**src/rtl/rsa_block_feeder.sv**
```systemverilog
// Block feeder: queues message blocks, launches the RSA core one block at a time, returns results in order.
// Optional macro RSA_RANGE_CHECK_EN rejects blocks whose value is >= N without using the core.
module rsa_block_feeder #(
  parameter int WIDTH      = 6,
  parameter int FIFO_DEPTH = 4
) (
  input  logic             clk,
  input  logic             reset,
  input  logic [WIDTH-1:0] in_data,
  input  logic             in_valid,
  input  logic             in_last,
  output logic             in_ready,
  input  logic [WIDTH-1:0] N,
  output logic [WIDTH-1:0] core_data,
  output logic             core_start,
  input  logic             core_done,
  input  logic [WIDTH-1:0] core_result,
  output logic [WIDTH-1:0] out_data,
  output logic             out_valid,
  output logic             out_last,
  output logic             out_err,
  input  logic             out_ready,
  output logic [15:0]      blk_count
);

  localparam int AW = $clog2(FIFO_DEPTH);

  typedef enum logic [1:0] {IDLE, START, WAIT, EMIT} state_t;

  state_t           state, state_nxt;
  logic [WIDTH:0]   fifo_mem [FIFO_DEPTH];
  logic [AW:0]      wr_ptr, rd_ptr;
  logic             fifo_empty, fifo_full;
  logic             push, pop;
  logic [WIDTH-1:0] blk_reg;
  logic             last_reg;
  logic             out_xfer;
  logic             cnt_clr;
  logic             reject;

  // Pointers carry one extra wrap bit so full and empty are distinguishable.
  assign fifo_empty = (wr_ptr == rd_ptr);
  assign fifo_full  = (wr_ptr[AW] != rd_ptr[AW]) && (wr_ptr[AW-1:0] == rd_ptr[AW-1:0]);
  assign in_ready   = !fifo_full;
  assign push       = in_valid && in_ready;
  assign pop        = (state == IDLE) && !fifo_empty;
  assign out_xfer   = out_valid && out_ready;

`ifdef RSA_RANGE_CHECK_EN
  assign reject = (fifo_mem[rd_ptr[AW-1:0]][WIDTH-1:0] >= N);
`else
  logic unused_n;
  assign unused_n = ^N;
  assign reject   = 1'b0;
`endif

  always_ff @(posedge clk) begin
    if (push) fifo_mem[wr_ptr[AW-1:0]] <= {in_last, in_data};
  end

  always_ff @(posedge clk) begin
    if (reset) begin
      state     <= IDLE;
      wr_ptr    <= '0;
      rd_ptr    <= '0;
      blk_reg   <= '0;
      last_reg  <= 1'b0;
      out_data  <= '0;
      out_err   <= 1'b0;
      blk_count <= '0;
      cnt_clr   <= 1'b0;
    end else begin
      state <= state_nxt;
      if (push) wr_ptr <= wr_ptr + 1'b1;
      if (pop) begin
        rd_ptr              <= rd_ptr + 1'b1;
        {last_reg, blk_reg} <= fifo_mem[rd_ptr[AW-1:0]];
        if (reject) begin
          out_data <= '0;
          out_err  <= 1'b1;
        end
      end
      if ((state == WAIT) && core_done) begin
        out_data <= core_result;
        out_err  <= 1'b0;
      end
      // Count clears one cycle after the final block of a message leaves.
      cnt_clr <= out_xfer && out_last;
      if (out_xfer)     blk_count <= blk_count + 1'b1;
      else if (cnt_clr) blk_count <= '0;
    end
  end

  always_comb begin
    state_nxt  = state;
    core_start = 1'b0;
    out_valid  = 1'b0;
    case (state)
      IDLE:  if (!fifo_empty) state_nxt = reject ? EMIT : START;
      START: begin
        core_start = 1'b1;
        state_nxt  = WAIT;
      end
      WAIT:  if (core_done) state_nxt = EMIT;
      EMIT: begin
        out_valid = 1'b1;
        if (out_ready) state_nxt = IDLE;
      end
      default: state_nxt = IDLE;
    endcase
  end

  assign out_last  = out_valid && last_reg;
  assign core_data = blk_reg;

endmodule

```
**config.mk**
```make
export PLATFORM = sky130hd
export DESIGN_NAME = rsa_block_feeder
export DESIGN_NICKNAME = d
export VERILOG_FILES = /design/src/rtl/rsa_block_feeder.sv
export SDC_FILE = /design/constraint.sdc
export NUM_CORES = 1
export LEC_CHECK = 0
export ABC_CLOCK_PERIOD_IN_PS = 3300
export CELL_PAD_IN_SITES_DETAIL_PLACEMENT = 0
export CELL_PAD_IN_SITES_GLOBAL_PLACEMENT = 1
export CORE_ASPECT_RATIO = 1.1
export CORE_MARGIN = 2
export CORE_UTILIZATION = 40
export CTS_BUF_LIST = sky130_fd_sc_hd__clkbuf_4
export CTS_CLUSTER_SIZE = 8
export DETAILED_ROUTE_END_ITERATION = 7
export PLACE_DENSITY_LB_ADDON = 0.25
export RECOVER_POWER = 100
export REMOVE_ABC_BUFFERS = 1
export SLEW_MARGIN = 20
export SYNTH_ARGS = -nofsm -noshare
export SYNTH_HDL_FRONTEND = slang
export SYNTH_SLANG_ARGS = --single-unit
```
**constraint.sdc**
```tcl
create_clock -name clk -period 3.3 [get_ports clk]
set_input_delay 0.495 -clock clk [delete_from_list [all_inputs] [get_ports clk]]
set_output_delay 0.495 -clock clk [all_outputs]
set_load 0.005 [all_outputs]
```
==> impl_results.md <==
* Post-layout net count at 337
* CP peak stage delay at ~0.63 ns
* Pre-CTS setup slack at 1.14 ns
* Initial DRC count at 36
* Hold_sp: out_data[3]$_SDFFE_PP0P_
* Outcome: complete, no violations
* Leakage at approximately 1.4 nW
* CP startpoint kind: register
* WP buf/inv at 1
* Root buffer cell: clkbuf_4
* Worst flop-to-flop path startpoint: rd_ptr[1]$_SDFFE_PP0P_
* # diodes at 0
* Required time worst endpoint at ~2.8 ns
* Setup tns final at 0 ns
* Fmax at 388 MHz
* CP max FO at 10
* Max-slew headroom at 0.484
* Mapped Avg Cell Area at 11.6 um^2
* Crit share post-route at 0.780
* Power per Cell Area at between 500 and 600 nW/um^2
* EDFF count, synth at 28
* Clock tree sinks at 66
* Initial antenna violation count at 0
* Global-route met2 utilization at 0.257
* FF+latch count, synth at 66
* Pre-antenna DRT Iters at 4
* Synth Cell Area at around 2900 um^2
* Critical path class: reg -> out
* Slowest-stage cell, CP: dfxtp_1
* Post-route ant nets at 0
* Dpl cells at 377
* GR Layer Usage met3 at 0.0327
* Final Max Slew Viols at 0
* Hold-critical path depth at 2
* Register-to-Register Path Depth at 3
* CTS tree: done
* Maxcap violations at 0
* Worst-Margin Slew at roughly 0.77 ns
* RePlAce Congestion at around 0.67
* Max FFs per register at 28
* Die Y at between 90 and 100 um
* Crit end category: output port
* Share of cells above drive strength 1 at 0.107
* Post-CTS Setup Bufs at 0
* Die Area at just under 8000 um^2
* Flop-to-flop setup slack at roughly 1.1 ns
* CTS max path bufs at 2
* Most frequent cells in the layout: 38 x dfxtp_1, 38 x dlygate4sd3_1, 28 x edfxtp_1
* Crit path launch: rd_ptr[1]$_SDFFE_PP0P_
* WL/cell at about 14 um
* CP top delay family: flip-flops
* # setup viols final at 0
* Register area share after synthesis at 0.554
* Initial core utilization at 0.412
* Clock skew at about 0.011 ns
* Reg clk slew, reported paths at between 0.1 and 0.15 ns
* Fraction of registers with async set/reset at 0
* H-tree depth at 3
* Residual DRC count at 0
* Final hold viol count at 0
* FF-to-FF End: fifo_mem[3][5]$_DFFE_PP_
* Non-Filler Instances at a little under 400
* Via count at around 2k
* RSZ-0062 raised after global routing: no
* # hold bufs at CTS at 0
* Yosys warns at 0
* GRT met1 Usage at 0.185
* Layout area overhead at 22.4%
* IO buf count at just under 50
* Final WL at roughly 5.6 mm
* # IOs at 57
* Cells after synthesis at between 200 and 300
* Worst VDD drop at 333 uV
* Worst min path class: reg -> reg
* Vias in the first global route at just under 2k
* Hold Slack at 0.459 ns
* Fin util at 0.505
* Avg Vias per Cell at roughly 5.1
* Tmin final at 2.57 ns
* Cts bufs inserted at 9
* End of the worst hold path: out_data[3]$_SDFFE_PP0P_
* Most used DFF post-synth: dfxtp_1
* Horiz. Die Dim at between 80 and 90 um
* Grt ovf at 0
* Largest net degree at the start of global routing at 21
* # rows at 32
* Crit-path cells: xor2_1, nor2_1, nand2_1, dlygate4sd3_1
* WP data arrival at 2.08 ns
* Fillers at roughly 660
* Synth cell types at 42
* Later-pin clock latency in the skew report at approximately 0.4 ns
* Post_cts resized at 0
* First-pass GRT wire length at approximately 9.4 mm
* GRT Total Usage at 0.152
* Detailed Place HPWL at 3.95 mm
* Core area at roughly 7000 um^2
* Layer with the highest usage: met2
* Setup ws final at approximately 0.73 ns
tightest hold or removal path: cells and delay by family (launching register included):
kind / cells / cell delay (ns)
AO/OA/AOI/OAI: 1 / 0.05
flip-flops: 1 / 0.32
AND/OR/NAND/NOR: 1 / 0.05
cells in the mapped netlist, types with 5 or more instances:
cell	number	share of area
clkbuf_1	5	0.0065
edfxtp_1	28	0.29
nor3_1	5	0.0087
nand2_1	23	0.030
a21oi_1	17	0.029
nand3_1	11	0.019
nor2_1	23	0.030
ha_1	10	0.043
inv_1	8	0.010
and2_1	6	0.013
mux2i_1	13	0.045
mux4_2	7	0.055
dfxtp_1	38	0.26
where the power goes:
| group | switching [mW] | total, mW | internal, mW |
|---|---|---|---|
| Sequential | 0.0601 | 0.996 | 0.936 |
| Combinational | 0.225 | 0.480 | 0.256 |
| Clock | 0.283 | 0.428 | 0.145 |
| Total | 0.568 | 1.90 | 1.34 |
layout make-up:
cell class	instances	area, um^2	area share
Inverter	8	30.0	0.00849
Sequential cell	66	1600	0.453
Tap cell	85	106	0.0301
Clock inverter	7	36.3	0.0103
Multi-Input combinational cell	165	1180	0.333
Clock buffer	9	67.6	0.0191
Timing Repair Buffer	53	517	0.146
routing by layer:
| metal | up-vias | share of wire | routed length, um |
|---|---|---|---|
| met5 | - | 0 | 0 |
| met4 | 0 | 0.014 | 76 |
| met3 | 6 | 0.037 | 210 |
| met2 | 35 | 0.50 | 2830 |
| met1 | 952 | 0.45 | 2520 |
| li1 | 1008 | - | - |
cell families after synthesis:
logic type,after synthesis,synth area share
and+or+nand+nor,92,0.161
DFF,66,0.554
muxes,21,0.104
other,1,0.00130
adders and majority gates,10,0.0433
AOI/OAI and AO/OA,34,0.0801
buffers and inverters,19,0.0351
xor gates and xnor gates,7,0.0212
through the flow:
stage	instance area, um^2	power [mW]
2_1_floorplan	2820	1.32
3_3_place_gp	3440	1.53
3_5_place_dp	3440	1.54
4_1_cts	3550	1.97
5_1_grt	3540	2.02
6_report	3540	1.90
worst max path at each step:
| stage | depth (start not counted) | slack, ns | to |
|---|---|---|---|
| final | 4 | 0.73 | in_ready |
| after global routing | 4 | 0.56 | in_ready |
| after CTS | 4 | 0.73 | in_ready |
| after detailed placement | 5 | 1.14 | blk_count[15]$_SDFFE_PP0P_ |
| after global placement | 5 | 1.17 | blk_count[15]$_SDFFE_PP0P_ |
| after floorplan | 4 | 1.37 | rd_ptr[1]$_SDFFE_PP0P_ |
Power figures use the tool's default switching activity.
